--- config.mk ---
export PLATFORM = sky130hd
export DESIGN_NAME = gb_fb_bank_ctrl
export DESIGN_NICKNAME = d
export VERILOG_FILES = /design/src/rtl/gb_fb_pkg.sv /design/src/rtl/gb_fb_bank_ctrl_addr_counter.sv /design/src/rtl/gb_fb_bank_ctrl.sv
export SDC_FILE = /design/constraint.sdc
export NUM_CORES = 1
export LEC_CHECK = 0
export ABC_AREA = 1
export CELL_PAD_IN_SITES_DETAIL_PLACEMENT = 0
export CELL_PAD_IN_SITES_GLOBAL_PLACEMENT = 2
export CORE_UTILIZATION = 30
export CTS_CLUSTER_SIZE = 40
export DETAILED_ROUTE_END_ITERATION = 16
export PLACE_DENSITY = 0.91
export SYNTH_ARGS = -nofsm -noshare
export SYNTH_HDL_FRONTEND = slang
export SYNTH_SLANG_ARGS = --single-unit
export TNS_END_PERCENT = 30
--- constraint.sdc ---
create_clock -name clk -period 4.8 [get_ports clk]
set_clock_uncertainty 0.15 [all_clocks]
set_input_delay 0.96 -clock clk [delete_from_list [all_inputs] [get_ports clk]]
set_output_delay 0.96 -clock clk [all_outputs]
set_load 0.03 [all_outputs]
--- src/rtl/gb_fb_pkg.sv ---
// -----------------------------------------------------------------------------
// gb_fb_pkg
//  Shared definitions for the GameBoy LCD framebuffer ping-pong controller:
//  default LCD geometry, per-bank depth and the controller state type.
//  No ports (package).
// -----------------------------------------------------------------------------
package gb_fb_pkg;

   localparam int GB_W_DEFAULT   = 160;
   localparam int GB_H_DEFAULT   = 144;
   localparam int ADDR_W_DEFAULT = 15;
   localparam int FB_DEPTH       = GB_W_DEFAULT * GB_H_DEFAULT;

   // FILL: writing the back bank
   // HOLD: back bank holds a complete frame waiting for vertical blank
   // SKIP: the frame currently arriving is being discarded
   typedef enum logic [1:0] {
      FILL = 2'd0,
      HOLD = 2'd1,
      SKIP = 2'd2
   } fb_state_t;

   function automatic int fb_depth(input int w, input int h);
      return w * h;
   endfunction

endpackage

--- src/rtl/gb_fb_bank_ctrl_addr_counter.sv ---
// -----------------------------------------------------------------------------
// fb_addr_counter
//  Pixel index counter for one framebuffer bank. Holds the index of the next
//  incoming pixel; wraps to 0 after DEPTH-1.
// Ports
//  clk      in   1       clock
//  reset_n  in   1       asynchronous active-low reset
//  inc      in   1       a pixel is consumed this cycle
//  clear    in   1       restart the frame; the pixel consumed this cycle (if
//                        any) takes index 0
//  count    out  ADDR_W  index of the next pixel
//  last     out  1       count is DEPTH-1
// -----------------------------------------------------------------------------
module fb_addr_counter
   import gb_fb_pkg::*;
#(
   parameter int ADDR_W = ADDR_W_DEFAULT,
   parameter int DEPTH  = FB_DEPTH
) (
   input  logic              clk,
   input  logic              reset_n,
   input  logic              inc,
   input  logic              clear,
   output logic [ADDR_W-1:0] count,
   output logic              last
);

   localparam logic [ADDR_W-1:0] LAST_ADDR = ADDR_W'(DEPTH - 1);

   logic [ADDR_W-1:0] count_reg;
   logic [ADDR_W-1:0] count_next;

   always_comb begin
      count_next = count_reg;
      if (inc) begin
         // clear+inc: the consumed pixel sits at index 0, so the next one is 1
         if (clear)
            count_next = ADDR_W'(1);
         else if (count_reg == LAST_ADDR)
            count_next = '0;
         else
            count_next = count_reg + ADDR_W'(1);
      end else if (clear) begin
         count_next = '0;
      end
   end

   always_ff @(posedge clk or negedge reset_n) begin
      if (!reset_n)
         count_reg <= '0;
      else
         count_reg <= count_next;
   end

   assign count = count_reg;
   assign last  = (count_reg == LAST_ADDR);

endmodule

--- src/rtl/gb_fb_bank_ctrl.sv ---
// -----------------------------------------------------------------------------
// gb_fb_bank_ctrl
//  Ping-pong controller for the 160x144 2-bit GameBoy LCD framebuffer. LCD
//  pixels are written into the back bank; front/back swap only on a VGA
//  vertical-blank pulse so scan-out never shows a torn frame.
//  Optional statistics: define GB_FB_STATS_EN to implement frames_dropped /
//  frames_shown; otherwise both outputs are tied to 0.
// Ports
//  clk              in   1       single clock
//  reset_n          in   1       asynchronous active-low reset
//  px_valid         in   1       pixel present on px_data
//  px_data          in   2       2-bit shade
//  lcd_frame_start  in   1       PPU starts a new frame (resync pulse)
//  vga_vblank       in   1       VGA entered vertical blank (swap point)
//  wr_en            out  1       frame RAM write strobe
//  wr_bank          out  1       bank being written
//  wr_addr          out  ADDR_W  pixel index within the bank
//  wr_data          out  2       registered px_data
//  rd_bank          out  1       bank read by VGA scan-out
//  frame_pending    out  1       back bank holds an unshown complete frame
//  frames_dropped   out  8       saturating count of discarded LCD frames
//  frames_shown     out  16      wrapping count of bank swaps
// -----------------------------------------------------------------------------
module gb_fb_bank_ctrl
   import gb_fb_pkg::*;
#(
   parameter int GB_W   = GB_W_DEFAULT,
   parameter int GB_H   = GB_H_DEFAULT,
   parameter int ADDR_W = ADDR_W_DEFAULT
) (
   input  logic              clk,
   input  logic              reset_n,
   input  logic              px_valid,
   input  logic [1:0]        px_data,
   input  logic              lcd_frame_start,
   input  logic              vga_vblank,
   output logic              wr_en,
   output logic              wr_bank,
   output logic [ADDR_W-1:0] wr_addr,
   output logic [1:0]        wr_data,
   output logic              rd_bank,
   output logic              frame_pending,
   output logic [7:0]        frames_dropped,
   output logic [15:0]       frames_shown
);

   localparam int DEPTH = fb_depth(GB_W, GB_H);

   fb_state_t         state_reg, state_next;
   logic              pending_reg, pending_next;
   logic              rd_bank_reg, rd_bank_next;
   logic              wr_en_reg, wr_en_next;
   logic              wr_bank_reg, wr_bank_next;
   logic [ADDR_W-1:0] wr_addr_reg, wr_addr_next;
   logic [1:0]        wr_data_reg;

   logic [ADDR_W-1:0] cnt;
   logic              cnt_last;
   logic [ADDR_W-1:0] cur_addr;
   logic              last_px;
   logic              pend_swap;
   logic              fill_now;
   logic              write_px;
   logic              complete;
   logic              swap;

   fb_addr_counter #(
      .ADDR_W (ADDR_W),
      .DEPTH  (DEPTH)
   ) u_addr_cnt (
      .clk     (clk),
      .reset_n (reset_n),
      .inc     (px_valid),
      .clear   (lcd_frame_start),
      .count   (cnt),
      .last    (cnt_last)
   );

   // A frame-start pulse places the pixel of the same cycle at index 0.
   assign cur_addr = lcd_frame_start ? '0 : cnt;
   assign last_px  = px_valid && !lcd_frame_start && cnt_last;

   always_comb begin
      pend_swap = vga_vblank && pending_reg;
      // Cycles in which an arriving pixel belongs to a frame we keep:
      // normal filling, a resync out of SKIP, or a HOLD that is being
      // released by this very vblank (back bank becomes free).
      fill_now  = (state_reg == FILL)
               || ((state_reg == SKIP) && lcd_frame_start)
               || ((state_reg == HOLD) && pend_swap);
      write_px  = fill_now && px_valid;
      complete  = write_px && last_px;
      swap      = pend_swap || (vga_vblank && complete);

      state_next   = state_reg;
      pending_next = pending_reg;
      rd_bank_next = swap ? ~rd_bank_reg : rd_bank_reg;

      if (fill_now) begin
         state_next = FILL;
         // Resuming writes over the back bank invalidates whatever it held.
         if (state_reg != FILL)
            pending_next = 1'b0;
         if (complete && !swap) begin
            state_next   = HOLD;
            pending_next = 1'b1;
         end
      end else if (state_reg == HOLD) begin
         if (px_valid)
            state_next = SKIP;
      end else begin
         if (pend_swap)
            pending_next = 1'b0;
         if (last_px) begin
            state_next   = FILL;
            pending_next = 1'b0;
         end
      end

      wr_en_next = write_px;
      // The final pixel of a frame swapped on the same edge still targets the
      // bank it was filling (the old back bank), not the new one.
      wr_bank_next = complete ? ~rd_bank_reg : ~rd_bank_next;

      wr_addr_next = wr_addr_reg;
      if (px_valid)
         wr_addr_next = cur_addr;
      else if (lcd_frame_start)
         wr_addr_next = '0;
   end

   always_ff @(posedge clk or negedge reset_n) begin
      if (!reset_n) begin
         state_reg   <= FILL;
         pending_reg <= 1'b0;
         rd_bank_reg <= 1'b0;
         wr_en_reg   <= 1'b0;
         wr_bank_reg <= 1'b1;
         wr_addr_reg <= '0;
         wr_data_reg <= '0;
      end else begin
         state_reg   <= state_next;
         pending_reg <= pending_next;
         rd_bank_reg <= rd_bank_next;
         wr_en_reg   <= wr_en_next;
         wr_bank_reg <= wr_bank_next;
         wr_addr_reg <= wr_addr_next;
         wr_data_reg <= px_data;
      end
   end

   assign wr_en         = wr_en_reg;
   assign wr_bank       = wr_bank_reg;
   assign wr_addr       = wr_addr_reg;
   assign wr_data       = wr_data_reg;
   assign rd_bank       = rd_bank_reg;
   assign frame_pending = pending_reg;

`ifdef GB_FB_STATS_EN
   logic        drop_evt;
   logic [7:0]  dropped_reg;
   logic [15:0] shown_reg;

   // A frame is lost when it starts arriving while a finished frame is still
   // waiting, or when a resync abandons a partially written frame.
   assign drop_evt = ((state_reg == HOLD) && px_valid && !pend_swap)
                  || ((state_reg == FILL) && lcd_frame_start && (cnt != '0));

   always_ff @(posedge clk or negedge reset_n) begin
      if (!reset_n) begin
         dropped_reg <= '0;
         shown_reg   <= '0;
      end else begin
         if (drop_evt && (dropped_reg != 8'hFF))
            dropped_reg <= dropped_reg + 8'd1;
         if (swap)
            shown_reg <= shown_reg + 16'd1;
      end
   end

   assign frames_dropped = dropped_reg;
   assign frames_shown   = shown_reg;
`else
   assign frames_dropped = '0;
   assign frames_shown   = '0;
`endif

endmodule
==> results of run 1 <==
==> area by class of cell <==
type	count	area [sq um]	area share (%)
clock inverter	2	60.06	2.499
inverter	26	100.1	4.164
sequential	38	952.2	39.61
timing repair buffer	28	272.8	11.35
clock buffer	6	82.58	3.436
multi-input combinational	160	839.6	34.93
tap	77	96.34	4.008
==> kinds of logic after synthesis <==
logic type      count (synthesis)  synth area share, %
compound gates                 44                12.27
xor+xnor                        5                2.192
fa+ha+maj                       1               0.6261
buf+inv                        53                14.65
flops                          38                47.65
other cells                     1               0.1877
simple gates                   86                22.42
==> per-stage QoR <==
| stage | utilization (%) | area, sq um |
|---|---|---|
| after floorplan | - | 2085 |
| after global placement | 35.40 | 2261 |
| after detailed placement | 35.40 | 2261 |
| after CTS | 37.64 | 2404 |
| after global routing | 37.64 | 2404 |
| final | 37.64 | 2404 |
==> cell usage after synthesis (2+ instances only) <==
master and number:
o21ai_0 24, o22ai_1 6, clkbuf_1 2, nor2_4 5, a21oi_1 3, xor2_1 4, inv_2 4, o21ai_1 5
inv_1 21, o211ai_1 2, dfrtp_1 37, nand4_1 5, nand3_1 11, nor2_1 7, nand2_1 45, nand2_2 5
nand3_2 2, nor3_1 2, buf_4 24, a21oi_2 2, nand2_4 2
==> power groups by stage <==
| stage | Clock [mW] | Combinational (mW) | Sequential [mW] |
|---|---|---|---|
| after floorplan | 0 | 0.0549 | 0.339 |
| after global placement | 0 | 0.0698 | 0.334 |
| after detailed placement | 0 | 0.0697 | 0.334 |
| after CTS | 0.344 | 0.0699 | 0.328 |
| after global routing | 0.363 | 0.0752 | 0.328 |
| final | 0.339 | 0.0687 | 0.328 |
==> how the worst max path moves through the flow <==
stage                                 to  startpoint
floorplan                    wr_addr[14]    px_valid
global placement    u_addr_cnt.count[14]    px_valid
detailed placement   u_addr_cnt.count[5]    px_valid
CTS                              wr_bank     wr_bank
global route        u_addr_cnt.count[14]    px_valid
finish                           wr_bank     wr_bank
==> layer usage <==
metal / track usage [%] / vias to the layer above
met1: 16.95 / 696
met2: 19.59 / 40
li1: - / 758
met4: 3.698 / 0
met3: 3.660 / 5
met5: 0 / -
==> impl_metrics.csv, run 1 <==
group,metric,value,unit
power,power,735.1,uW
worst_hold_path,min_from,"wr_addr[8]",
worst_setup_path,crit_buf_inv,1,
logic_synthesis,yosysWarnings,0,
global_routing,grt_pass1_vias,1445,
logic_synthesis,syn_avg_cell_area,8.764,sq um
cells_and_area,fillerInstances,647,
sta,layout_min_cycle_time,2.581,ns
cells_and_area,area_growth,20.29,%
detailed_routing,vias,1499,
logic_synthesis,synth_area_leader_cell,"dfrtp_1",
global_routing,grt_usage,12.58,%
place,hpwl,2954,um
clocking,cts_max_level,2,
place,portBuffers,27,
floorplanning,start_util,31.29,%
job,maxCapViolCount,0,
sta,finalHoldViolCount,0,
cells_and_area,final_common_cell,"nand2_1",
worst_setup_path,slowest_stage,"clkdlybuf4s50_1",
cells_and_area,layout_common_cells,"nand2_1 (45), dfrtp_1 (37), clkdlybuf4s50_1 (26), o21ai_0 (24), conb_1 (24)",
worst_setup_path,critPathMaxStageDelay,0.66,ns
power,p_clk_share,46.1,%
sta,worst_slack,2.219,ns
sta,tightest_slew,0.8464,ns
worst_setup_path,crit_path_end_kind,"primary output",
detailed_routing,dr_wl_met3,191,um
sta,relSlewSlack,43.57,%
power,power_density,305.9,nW/um^2
detailed_routing,wl_per_cell,12.00,um
clocking,ctsResizeCount,0,
logic_synthesis,yosys_most_used_dff,"dfrtp_1",
sta,setup_violations,0,
worst_hold_path,min_path_cells,2,
detailed_routing,drt_first_pass_iters,4,
sta,rsz0062_at_grt,"no",
place,dp_cells,329,
power,p_switching,174.5,uW
power,netSwitchingFraction,23.74,%
place,post-place-ws,1.907,ns
cells_and_area,antennaDiodeCount,0,
clocking,clk_pin_slew_worst_paths,0.08,ns
worst_setup_path,crit_type,"flip-flop to primary output",
detailed_routing,viasPerCell,4.448,
clocking,ctsRootBufferMaster,"clkbuf_8",
cells_and_area,fin_cells,337,
global_routing,grt-ovfl-total,0,
cells_and_area,nets,267,
floorplanning,die_h,83.61,um
status,status,"finished, final reports clean",
logic_synthesis,synth_cells,228,
sta,fmax,0.3875,GHz
floorplanning,rows,29,
worst_setup_path,arrival,1.47,ns
detailed_routing,dr.max_layer_used,"met4",
power,power.internal,560.6,uW
logic_synthesis,synth_area_leaders,"dfrtp_1 (46%), buf_4 (9.0%), nand2_1 (8.5%), o21ai_0 (6.0%), inv_1 (3.9%)",
clocking,cts_tree,"built",
global_routing,grt_pass1_wl,6941,um
cells_and_area,drive_gt1_share,13.08,%
power,ir_drop,0.0001144,V
sta,hold_ws,0.3349,ns
worst_setup_path,crit_cells,1,
clocking,numCtsBuffers,5,
detailed_routing,wl_met1,1955,um
global_routing,grt_start_max_net_pins,39,
detailed_routing,ant_nets,0,
floorplanning,io_pins,52,
clocking,cts_hold_buf,0,
power,total_leakage_power,1.084,nW
worst_setup_path,r2r_cells,10,
sta,slew_violations,0,
worst_setup_path,r2r_end,"u_addr_cnt.count[5]",
detailed_routing,wl_met2,1863,um
worst_hold_path,hp-class,"flip-flop to flip-flop",
worst_setup_path,required,3.69,ns
logic_synthesis,synth_edf_count,0,
worst_setup_path,cp_cell_sequence,"clkdlybuf4s50_1",
worst_setup_path,cp-start-kind,"flip-flop",
clocking,post-cts-setup-buffers,0,
sta,finalCritPeriodShare,53.76,%
detailed_routing,post-route-drc-count,0,
floorplanning,coreArea,6386,sq um
clocking,clockBufferDepth,2,
worst_hold_path,min_to,"wr_addr[8]",
clocking,clk_latency,0.29,ns
power,comb_power_share,9.3,%
global_routing,antenna_found_initial,0,
worst_setup_path,path_max_fanout,1,
sta,setup_tns,0,ns
clocking,clkSinkCount,38,
detailed_routing,wirelength,4044,um
floorplanning,die-area,6991,sq um
logic_synthesis,yosysUniqueCellTypes,31,
place,gp_congestion,0.7633,
logic_synthesis,ys_async_sr_fraction,100.0,%
worst_setup_path,crit_family,"buffers and inverters",
logic_synthesis,seq_area_frac_synth,47.65,%
power,p_seq_share,44.6,%
worst_setup_path,r2r-start,"u_addr_cnt.count[0]",
logic_synthesis,yosys_register_bits,38,
worst_setup_path,reg2reg_slack,3.06,ns
logic_synthesis,yosysTopAreaCellShare,46.34,%
detailed_routing,drtIter0Drc,57,
logic_synthesis,syn_area,1998,sq um
floorplanning,die-width,83.61,um
Power figures use the tool's default switching activity.
==> run 2, diff against run 1 <==
- CORE_UTILIZATION: 30 -> 28
- PLACE_DENSITY: 0.91 -> 0.86
- clock period: 4.8 -> 2.69 ns (I/O delays scaled with it)
==> run 2 against run 1 <==
Effect of this change: sequential power is 78% higher; via count down 0.87%; register-to-register slack lost 2.1 ns; combinational power is 85% higher; global-route usage up 0.48 points; largest cell class unchanged; power is 65% higher; critical path type unchanged; wire length grew 6.9%; core utilization is 2.3 points lower; worst setup slack worse by 1.7 ns; worst hold slack lost 0.13 ns; clock power increased by 48%.
==> impl_metrics.csv, run 2 (synthesis results as in run 1) <==
group,metric,value,unit
status,status,"finished, final reports clean",
worst_setup_path,crit_buf_inv,1,
clocking,clkSinkCount,38,
clocking,cts_max_level,2,
clocking,clk_latency,0.29,ns
worst_setup_path,path_max_fanout,1,
worst_setup_path,r2r-start,"u_addr_cnt.count[0]",
global_routing,antenna_found_initial,0,
worst_setup_path,crit_type,"flip-flop to primary output",
worst_setup_path,crit_cells,1,
detailed_routing,viasPerCell,4.162,
sta,setup_tns,0,ns
job,maxCapViolCount,0,
cells_and_area,layout_common_cells,"nand2_1 (45), dfrtp_1 (37), clkdlybuf4s50_1 (26), o21ai_0 (24), conb_1 (24)",
place,portBuffers,27,
sta,setup_violations,0,
worst_setup_path,cp-start-kind,"flip-flop",
sta,rsz0062_at_grt,"no",
global_routing,grt_start_max_net_pins,39,
worst_setup_path,crit_family,"buffers and inverters",
worst_setup_path,critPathCapture,"wr_bank",
worst_setup_path,r2r_cells,10,
detailed_routing,vias,1486,
floorplanning,io_pins,52,
global_routing,grt_pass1_vias,1476,
clocking,clockBufferDepth,2,
cells_and_area,nets,269,
sta,finalCritPeriodShare,80.03,%
detailed_routing,drtIter0Drc,64,
detailed_routing,post-route-drc-count,0,
worst_setup_path,arrival,1.46,ns
sta,relSlewSlack,41.93,%
detailed_routing,drt_first_pass_iters,4,
worst_setup_path,r2r_end,"u_addr_cnt.count[5]",
clocking,clk_pin_slew_worst_paths,0.07,ns
sta,layout_min_cycle_time,2.153,ns
cells_and_area,final_common_cell,"nand2_1",
detailed_routing,wl_met1,2140,um
cells_and_area,area_growth,20.73,%
worst_setup_path,reg2reg_slack,0.93,ns
clocking,cts_tree,"built",
worst_setup_path,cp-startpoint,"wr_bank",
place,gp_congestion,0.7605,
worst_setup_path,crit_path_end_kind,"primary output",
floorplanning,die_h,86.48,um
place,dp_cells,350,
clocking,ctsRootBufferMaster,"clkbuf_8",
clocking,ctsResizeCount,0,
worst_setup_path,cp_cell_sequence,"clkdlybuf4s50_1",
floorplanning,rows,30,
worst_hold_path,hp-class,"input port to asynchronous set/reset pin",
power,total_leakage_power,1.080,nW
detailed_routing,ant_nets,0,
power,ir_drop,0.0001965,V
place,hpwl,3082,um
clocking,numCtsBuffers,5,
clocking,cts_hold_buf,0,
detailed_routing,dr_wl_met3,153,um
cells_and_area,antennaDiodeCount,0,
cells_and_area,fin_cells,357,
floorplanning,coreArea,6832,sq um
power,power_density,502.8,nW/um^2
floorplanning,start_util,29.25,%
worst_setup_path,critPathMaxStageDelay,0.66,ns
sta,tightest_slew,0.8711,ns
floorplanning,die-area,7478,sq um
worst_setup_path,slowest_stage,"clkdlybuf4s50_1",
global_routing,grt-ovfl-total,0,
clocking,post-cts-setup-buffers,0,
cells_and_area,drive_gt1_share,13.41,%
detailed_routing,wl_per_cell,12.11,um
worst_setup_path,required,2.00,ns
detailed_routing,dr.max_layer_used,"met4",
detailed_routing,wirelength,4324,um
sta,slew_violations,0,
global_routing,grt_usage,13.06,%
sta,finalHoldViolCount,0,
cells_and_area,final_util,35.31,%
cells_and_area,fillerInstances,729,
global_routing,grt_pass1_wl,7327,um
sta,fmax,0.4645,GHz
detailed_routing,wl_met2,1998,um
floorplanning,die-width,86.48,um
-- run 2: changes by cell type in the layout (fill, tap and decap cells not counted), sizes merged --
cell / before / now
buf: 2 / 4
bufinv: 2 / 1
-- run 2: metal layers --
layer  vias to the layer above  GRT usage (%)
met4                         0          5.000
met1                       692          18.00
met2                        36          19.84
met3                         3          3.143
met5                         -              0
li1                        755              -
-- run 2: area by class of cell --
cell class	instances	area, sq um	area share [%]
flip-flops and latches	38	952.2	39.47
multi-input cells	160	839.6	34.80
repair buffers	30	287.8	11.93
well taps	96	120.1	4.979
inverters	26	100.1	4.149
clock buffers	6	82.58	3.423
clock inverters	1	30.03	1.245
-- run 2: metrics by stage --
stage	hold WS (ns)	total power [mW]	area (sq um)	setup WS (ns)
floorplan	0.09241	0.7024	2085	1.146
global placement	0.3200	0.7234	2300	0.4978
detailed placement	0.3228	0.7234	2300	0.4720
CTS	0.2503	1.231	2412	0.5231
global route	0.2936	1.264	2412	0.5069
finish	0.2070	1.213	2412	0.5373
-- run 2: worst min-delay path by stage --
stage	slack, ns	start	to
6_report	0.21	reset_n	wr_addr[8]
5_1_grt	0.29	reset_n	wr_addr[2]
4_1_cts	0.25	reset_n	wr_addr[8]
3_5_place_dp	0.32	wr_addr[7]	wr_addr[7]
3_3_place_gp	0.32	wr_addr[7]	wr_addr[7]
2_1_floorplan	0.09	reset_n	frame_pending
-- run 2: power by group --
| part | internal (mW) | switching (mW) |
|---|---|---|
| sequential | 0.579 | 0.00535 |
| combinational | 0.0274 | 0.0995 |
| clock | 0.297 | 0.205 |
| total | 0.903 | 0.309 |
